===== src/rtl/seq_pattern_gen.sv =====
// Serial pattern source: latches a parallel pattern and shifts it out MSB-first
// (bit len-1 first), optionally repeating it with idle gaps between passes.
module seq_pattern_gen #(
  parameter int MAX_LEN = 8,
  parameter int LEN_W   = 4,
  parameter int REP_W   = 8,
  parameter int GAP_W   = 4
) (
  input  logic               clk,
  input  logic               rst_n,
  input  logic               start,
  input  logic               abort,
  input  logic [MAX_LEN-1:0] pattern,
  input  logic [LEN_W-1:0]   len,
  input  logic [REP_W-1:0]   rep,
  input  logic [GAP_W-1:0]   gap,
  output logic               x_out,
  output logic               x_valid,
  output logic               busy,
  output logic               done,
  output logic               err
);

  localparam int IDX_W = (MAX_LEN > 1) ? $clog2(MAX_LEN) : 1;
  localparam logic [LEN_W-1:0] MAX_LEN_L = LEN_W'(MAX_LEN);

  typedef enum logic [1:0] {IDLE, SHIFT, GAP, DONE} state_t;

  state_t             state_reg, state_next;
  logic [MAX_LEN-1:0] pat_reg, pat_next;
  logic [IDX_W-1:0]   last_idx_reg, last_idx_next;
  logic [IDX_W-1:0]   idx_reg, idx_next;
  logic [REP_W-1:0]   rep_reg, rep_next;
  logic [GAP_W-1:0]   gap_reg, gap_next;
  logic [GAP_W-1:0]   gap_cnt_reg, gap_cnt_next;
  logic               x_out_reg, x_out_next;
  logic               x_valid_reg, x_valid_next;
  logic               busy_reg, busy_next;
  logic               done_reg, done_next;
  logic               err_reg, err_next;

  logic               len_legal;
  logic [IDX_W-1:0]   start_idx;

  // Bit select written as a compare loop so the index width never has to match
  // the pattern width exactly.
  function automatic logic pick(input logic [MAX_LEN-1:0] p, input logic [IDX_W-1:0] i);
    logic b;
    b = 1'b0;
    for (int k = 0; k < MAX_LEN; k++) begin
      if (i == IDX_W'(k)) b = p[k];
    end
    return b;
  endfunction

  assign len_legal = (len != '0) && (len <= MAX_LEN_L);
  assign start_idx = IDX_W'(len - LEN_W'(1));

  always_comb begin
    state_next    = state_reg;
    pat_next      = pat_reg;
    last_idx_next = last_idx_reg;
    idx_next      = idx_reg;
    rep_next      = rep_reg;
    gap_next      = gap_reg;
    gap_cnt_next  = gap_cnt_reg;
    x_out_next    = 1'b0;
    x_valid_next  = 1'b0;
    busy_next     = 1'b0;
    done_next     = 1'b0;
    err_next      = 1'b0;

    case (state_reg)
      IDLE: begin
        if (start) begin
          if (len_legal) begin
            state_next    = SHIFT;
            pat_next      = pattern;
            last_idx_next = start_idx;
            rep_next      = rep;
            gap_next      = gap;
            idx_next      = start_idx;
            x_out_next    = pick(pattern, start_idx);
            x_valid_next  = 1'b1;
            busy_next     = 1'b1;
          end else begin
            err_next = 1'b1;
          end
        end
      end
      SHIFT: begin
        if (idx_reg != '0) begin
          idx_next     = idx_reg - IDX_W'(1);
          x_out_next   = pick(pat_reg, idx_reg - IDX_W'(1));
          x_valid_next = 1'b1;
          busy_next    = 1'b1;
        end else if (rep_reg != '0) begin
          rep_next  = rep_reg - REP_W'(1);
          busy_next = 1'b1;
          if (gap_reg != '0) begin
            state_next   = GAP;
            gap_cnt_next = gap_reg;
          end else begin
            // Back-to-back passes: next pass's first bit follows with no bubble.
            idx_next     = last_idx_reg;
            x_out_next   = pick(pat_reg, last_idx_reg);
            x_valid_next = 1'b1;
          end
        end else begin
          state_next = DONE;
          done_next  = 1'b1;
        end
      end
      GAP: begin
        busy_next = 1'b1;
        if (gap_cnt_reg == GAP_W'(1)) begin
          state_next   = SHIFT;
          gap_cnt_next = '0;
          idx_next     = last_idx_reg;
          x_out_next   = pick(pat_reg, last_idx_reg);
          x_valid_next = 1'b1;
        end else begin
          gap_cnt_next = gap_cnt_reg - GAP_W'(1);
        end
      end
      DONE: begin
        state_next = IDLE;
      end
      default: begin
        state_next = IDLE;
      end
    endcase

    // Abort overrides every transition above, including a pending done.
    if (abort && (state_reg != IDLE)) begin
      state_next   = IDLE;
      gap_cnt_next = '0;
      idx_next     = '0;
      x_out_next   = 1'b0;
      x_valid_next = 1'b0;
      busy_next    = 1'b0;
      done_next    = 1'b0;
      err_next     = 1'b0;
    end
  end

  always_ff @(posedge clk or negedge rst_n) begin
    if (!rst_n) begin
      state_reg    <= IDLE;
      pat_reg      <= '0;
      last_idx_reg <= '0;
      idx_reg      <= '0;
      rep_reg      <= '0;
      gap_reg      <= '0;
      gap_cnt_reg  <= '0;
      x_out_reg    <= 1'b0;
      x_valid_reg  <= 1'b0;
      busy_reg     <= 1'b0;
      done_reg     <= 1'b0;
      err_reg      <= 1'b0;
    end else begin
      state_reg    <= state_next;
      pat_reg      <= pat_next;
      last_idx_reg <= last_idx_next;
      idx_reg      <= idx_next;
      rep_reg      <= rep_next;
      gap_reg      <= gap_next;
      gap_cnt_reg  <= gap_cnt_next;
      x_out_reg    <= x_out_next;
      x_valid_reg  <= x_valid_next;
      busy_reg     <= busy_next;
      done_reg     <= done_next;
      err_reg      <= err_next;
    end
  end

  assign x_out   = x_out_reg;
  assign x_valid = x_valid_reg;
  assign busy    = busy_reg;
  assign done    = done_reg;
  assign err     = err_reg;

endmodule


===== config.mk =====
export PLATFORM = sky130hd
export DESIGN_NAME = seq_pattern_gen
export DESIGN_NICKNAME = d
export VERILOG_FILES = /design/src/rtl/seq_pattern_gen.sv
export SDC_FILE = /design/constraint.sdc
export NUM_CORES = 1
export LEC_CHECK = 0
export BUFFER_PORTS_ARGS = -buffer_cell sky130_fd_sc_hd__buf_2
export CORE_ASPECT_RATIO = 0.7
export CORE_MARGIN = 2
export CORE_UTILIZATION = 40
export CTS_BUF_LIST = sky130_fd_sc_hd__clkbuf_8
export CTS_CLUSTER_DIAMETER = 30
export CTS_CLUSTER_SIZE = 12
export DETAILED_ROUTE_END_ITERATION = 10
export HOLD_SLACK_MARGIN = 0.15
export SLEW_MARGIN = 20
export SYNTH_ARGS = -nofsm -noshare
export SYNTH_HDL_FRONTEND = slang
export SYNTH_SLANG_ARGS = --single-unit
export TNS_END_PERCENT = 50

===== constraint.sdc =====
create_clock -name clk -period 1.86 [get_ports clk]
set_input_delay 0.465 -clock clk [delete_from_list [all_inputs] [get_ports clk]]
set_output_delay 0.465 -clock clk [all_outputs]
set_load 0.05 [all_outputs]

; ---- Yosys cells after proc, flatten, opt, wreduce, memory -nomap -nowiden
; Cells that the tools add are included.
[totals]
output_inout_bits = 5
input_bits = 28
regBits = 37
word_cells = 153
[op_classes]
muxes = 79
n_reduce_logical = 19
eq_ne = 38
magnitude_cmp = 1
n_addsub = 4
[op_table]
columns = op, n
row1 = two-way mux 1 bit, 49
row2 = "== test 3 bit, second input constant", 12
row3 = two-way mux 8 bit, 4
row4 = two-way mux 3 bit, 7
row5 = two-way mux 4 bit, 5
row6 = "== test 3 x 2 -> 1 bit, second input constant", 6
row7 = "!= test 3 bit, second input constant", 6
row8 = one-hot mux 8 bit (2 select lines), 1
row9 = two-way mux 2 bit, 7
row10 = "!= test 4 bit, second input constant", 3
row11 = nonzero test 4 bit, 3
row12 = AND reduction 5 bit, 2
row13 = "== test 3 x 1 -> 1 bit, second input constant", 3
row14 = zero test 3 bit, 3
row15 = one-hot mux 1 bit (3 select lines), 3
row16 = one-hot mux 3 bit (3 select lines), 1
row17 = "!= test 2 bit, second input constant", 4
row18 = one-hot mux 2 bit (4 select lines), 1
row19 = one-hot mux 4 bit (2 select lines), 1
row20 = nonzero test 8 bit, 1
row21 = "subtractor 8 x 1 -> 8 bit, second input constant", 1
row22 = AND reduction 6 bit, 1
row23 = nonzero test 3 bit, 2
row24 = "subtractor 3 x 1 -> 3 bit, second input constant", 2
row25 = other kinds (10), 13

; ---- Depth between registers and ports, before layout
[logic_depth]
ltp_word = 14
mapped_depth = 9
mapped_depth_nobuf = 7

; ---- Least setup slack after synthesis
; Ideal clock, no wire load.
[synth_path]
kind = input to register
start = in len[0]
end = reg idx_reg[2]
setup_ps = 125
arrival_time_ps = 2034
n_path_buf = 1
required_ps = 1735
path_slack_ps = -298
cell_stages = 8
cell_sequence = inv_1 ha_1 nand2b_1 xnor2_1 or2_1 buf_6 a221oi_4 mux2_2
[synth_via]
elab_chain_cells = 5
elab_cells_between_ends = 10
cone_classes = add/sub: 1 / order compare: 1 / eq/ne: 1 / mux: 4 / reduce/logical: 3
[synth_rtl]
columns = item, line
row1 = start: declaration, 14  ; input logic [LEN_W-1:0] len,
row2 = subtractor 3 x 1 -> 3 bit, 57  ; assign start_idx = IDX_W'(len - LEN_W'(1));
row3 = two-way mux 3 bit, 76  ; if (len_legal) begin
row4 = two-way mux 3 bit, 75  ; if (start) begin
row5 = one-hot mux 3 bit (3 select lines), 73  ; case (state_reg)
row6 = two-way mux 3 bit, 135  ; if (abort && (state_reg != IDLE)) begin
row7 = end signal: assignment, 165  ; idx_reg <= idx_next;
row8 = end: declaration, 32  ; logic [IDX_W-1:0] idx_reg, idx_next;
; Several ways; a longest one is shown, not always the timed one. The select of a mux whose other input is x is not followed.
; A chain may end at the register's enable or synchronous reset.

; ---- Worst setup path in the final report
[layout_path]
start = reg state_reg[1]
end = reg idx_reg[1]
[layout_via]
elab_chain_cells = 4
elab_cells_between_ends = 14
cone_classes = eq/ne: 7 / mux: 2 / reduce/logical: 5
[layout_rtl]
columns = item, line
row1 = start: declaration, 29  ; state_t state_reg, state_next;
row2 = start signal: assignment, 162  ; state_reg <= state_next;
row3 = nonzero test 2 bit, 135
row4 = logical AND 1 bit, 135
row5 = != test 4 bit (no source line) (tied with other cells), --
row6 = AND reduction 6 bit (no source line), --
; Several ways; a longest one is shown, not always the timed one.

==> metrics.cfg <==
[status]
status = finished, final reports clean

[setup_path]
r2r-end = idx_reg[1]$_DFFE_PN0P_
regToRegSetupSlack_ns = 0.02
reg2regPathDepth = 8
startpoint_type = flip-flop
r2r_start = state_reg[1]$_DFFE_PN0P_
worstPathMaxFanout = 3
endpoint_kind = flip-flop
worstPathArrival_ns = 2.05
required_ns = 2.07
path_class = reg2reg

[power]
p_int_mw = 3.21
finalPower_mw = 5.63
p_comb_share_pct = 59.8
netSwitchingFraction_pct = 43.0
p_seq_share_pct = 27.1
power.switching_mw = 2.42
powerDensity_nw_per_um2 = 1680
leakage_nw = 1.57
clkPwrFrac_pct = 13.1
peakVddDrop_uv = 709

[grt]
overflow = 0
grt_util_all_layers_pct = 21.1
grt_pass1_wl_mm = 11.3
grt_pass1_vias = 2254
antenna_found_initial = 0
grt_max_degree = 38

[die]
core_area_um2 = 5780
start_util_pct = 41.9
die_h_um = 69.1
die_x_um = 97.0
rows = 23
io_pins = 33
dieArea_um2 = 6710

[drt]
first_pass_iters = 5
drc = 0
wl_per_cell_um = 16.5
routed_wl_mm = 7.10
vias_per_cell = 5.56
vias = 2397
first_iter_violations = 214
ant_nets = 0

[clocking]
clkTransAtPathRegs_ns = 0.08
tritoncts = done
cts_made_buffers = 5
cts_buffer_depth = 2
h-tree-depth = 2
ctsRootBufferMaster = clkbuf_8
clock_latency_ns = 0.29
cts_sinks = 37

[place]
portBuffers = 32
placed_area_um2 = 3070
dpl.cell_count = 421
dpl.hpwl_mm = 5.29
place.gp.congestion = 0.889

[timing]
rsz0062_at_grt = true
tightest_slew_ns = 0.410
fmax_mhz = 543
slew_headroom_pct = 72.5
fin_skew_ns = 0.00483
drv_slew = 0
post-route-min-period_ns = 1.84
finalSetupViolCount = 0
hold_viol_final = 0
hold_ws_ns = 0.362
period_share_pct = 98.9

[synthesis]
synth.avg_cell_area_um2 = 8.94
synth_edf_count = 0
synth_nets = 316
ys.flop_type = dfrtp_1
ys_seq_area_share_pct = 38.2
yosysWarnings = 0
synthArstFlopShare_pct = 100
ys_seq_elements = 37
synth.distinct_cells = 53
synthCells = 271
netlist_area_um2 = 2420

[cells_and_area]
finalCoreUtilization_pct = 57.9
finalNetCount = 400
postLayoutCellArea_um2 = 3350
syn_to_final_growth_pct = 38.2
final_cells = 431
drive_above_1_share_pct = 36.5
diodes = 0

[worst_hold_path]
min_path_cells = 3
holdPathEnd = gap_reg[3]$_DFFE_PN0P_
hp-start = gap[3]
worstHoldPathType = in2reg

[flow_run]
maxCapViolCount = 0

[cells by family after synthesis]
| logic type | after synthesis | share of synthesized area [%] |
|---|---|---|
| xor+xnor | 4 | 1.45 |
| simple gates | 98 | 19.2 |
| mux | 12 | 6.04 |
| flops | 37 | 38.2 |
| compound gates | 75 | 21.7 |
| buf+inv | 28 | 4.65 |
| fa+ha+maj | 17 | 8.78 |
[critical path, stage by stage, from the launching register on]
cell,delay (ns)
dfrtp_1,0.39
inv_2,0.11
ha_4,0.15
inv_2,0.04
o211a_1,0.14
or2_4,0.25
a221oi_4,0.31
buf_4,0.18
mux2i_1,0.19
[how the worst max path moves through the flow]
stage                                         to  cells after the start                      from  slack, ns
after floorplan           idx_reg[2]$_DFFE_PN0P_                      8                    len[0]      -0.12
after global placement    idx_reg[2]$_DFFE_PN0P_                      8                    len[0]      -0.15
after detailed placement  idx_reg[1]$_DFFE_PN0P_                      9                    len[0]      -0.24
after CTS                 idx_reg[1]$_DFFE_PN0P_                      7  state_reg[0]$_DFFE_PN0P_     -0.005
after global routing      rep_reg[7]$_DFFE_PN0P_                      6    rep_reg[1]$_DFFE_PN0P_      -0.09
final                     idx_reg[1]$_DFFE_PN0P_                      8  state_reg[1]$_DFFE_PN0P_       0.02
[layout by cell type (no fill, tap or decap), types with 9 or more instances in the layout]
| cell type | n |
|---|---|
| nor3_1 | 12 |
| o21ai_0 | 16 |
| nand2_1 | 47 |
| ha_1 | 12 |
| dfrtp_1 | 37 |
| mux2i_1 | 9 |
| buf_2 | 32 |
| inv_1 | 15 |
| buf_4 | 49 |
| a21oi_1 | 17 |
| nor2_1 | 10 |
[area by class of cell]
type                            instances  area, um2
Fill cell                             541       2430
Inverter                               20       78.8
Sequential cell                        37        926
Tap cell                               75       93.8
Timing Repair Buffer                   85        581
Clock inverter                          2       33.8
Multi-Input combinational cell        206       1550
Clock buffer                            6       82.6
[metrics by stage]
step            TNS, ns  worst slack, ns
2_1_floorplan    -0.205           -0.119
3_3_place_gp      -1.09           -0.151
3_5_place_dp      -1.76           -0.245
4_1_cts        -0.00492         -0.00492
5_1_grt          -0.376          -0.0886
6_report              0           0.0200
[Yosys cell counts, types with 3 or more instances]
cell type  instances  area (um2)
nor2b_1            3        18.8
nand3_1            4        20.0
ha_1              17         213
a31oi_1            5        31.3
nand2_1           50         188
dfrtp_1           37         926
nor3_1            12        60.1
a32o_1             3        30.0
nor2_1            10        37.5
a311oi_1           5        43.8
o21ai_0           20         100
inv_1             19        71.3
mux2i_1            9        90.1
a21oi_1           17        85.1
nand2b_1           4        25.0
clkbuf_1           7        26.3
[repair_timing]
action,in CTS,in global routing
hold buffers,1,0
setup endpoints to repair,15,18
hold endpoints to repair,37,0
pin swaps,2,6
buffers inserted,0,1
resized for setup,10,25
[power by group through the flow]
stage                     registers [mW]  clock network, mW  logic, mW
after CTS                           1.49              0.745       3.09
after global placement              1.49                  0       2.96
after global routing                1.57              0.775       3.69
after detailed placement            1.50                  0       3.02
final                               1.53              0.739       3.37
after floorplan                     1.53                  0       1.78
[per-layer routing]
layer	up-vias	global-route usage (%)	part of all wire (%)
met2	94	29.8	41
li1	1145	-	-
met5	-	0	0
met4	0	3.44	0.86
met3	11	3.45	6.5
met1	1147	34.0	52
Note: power is estimated with default switching activity, not from simulation.
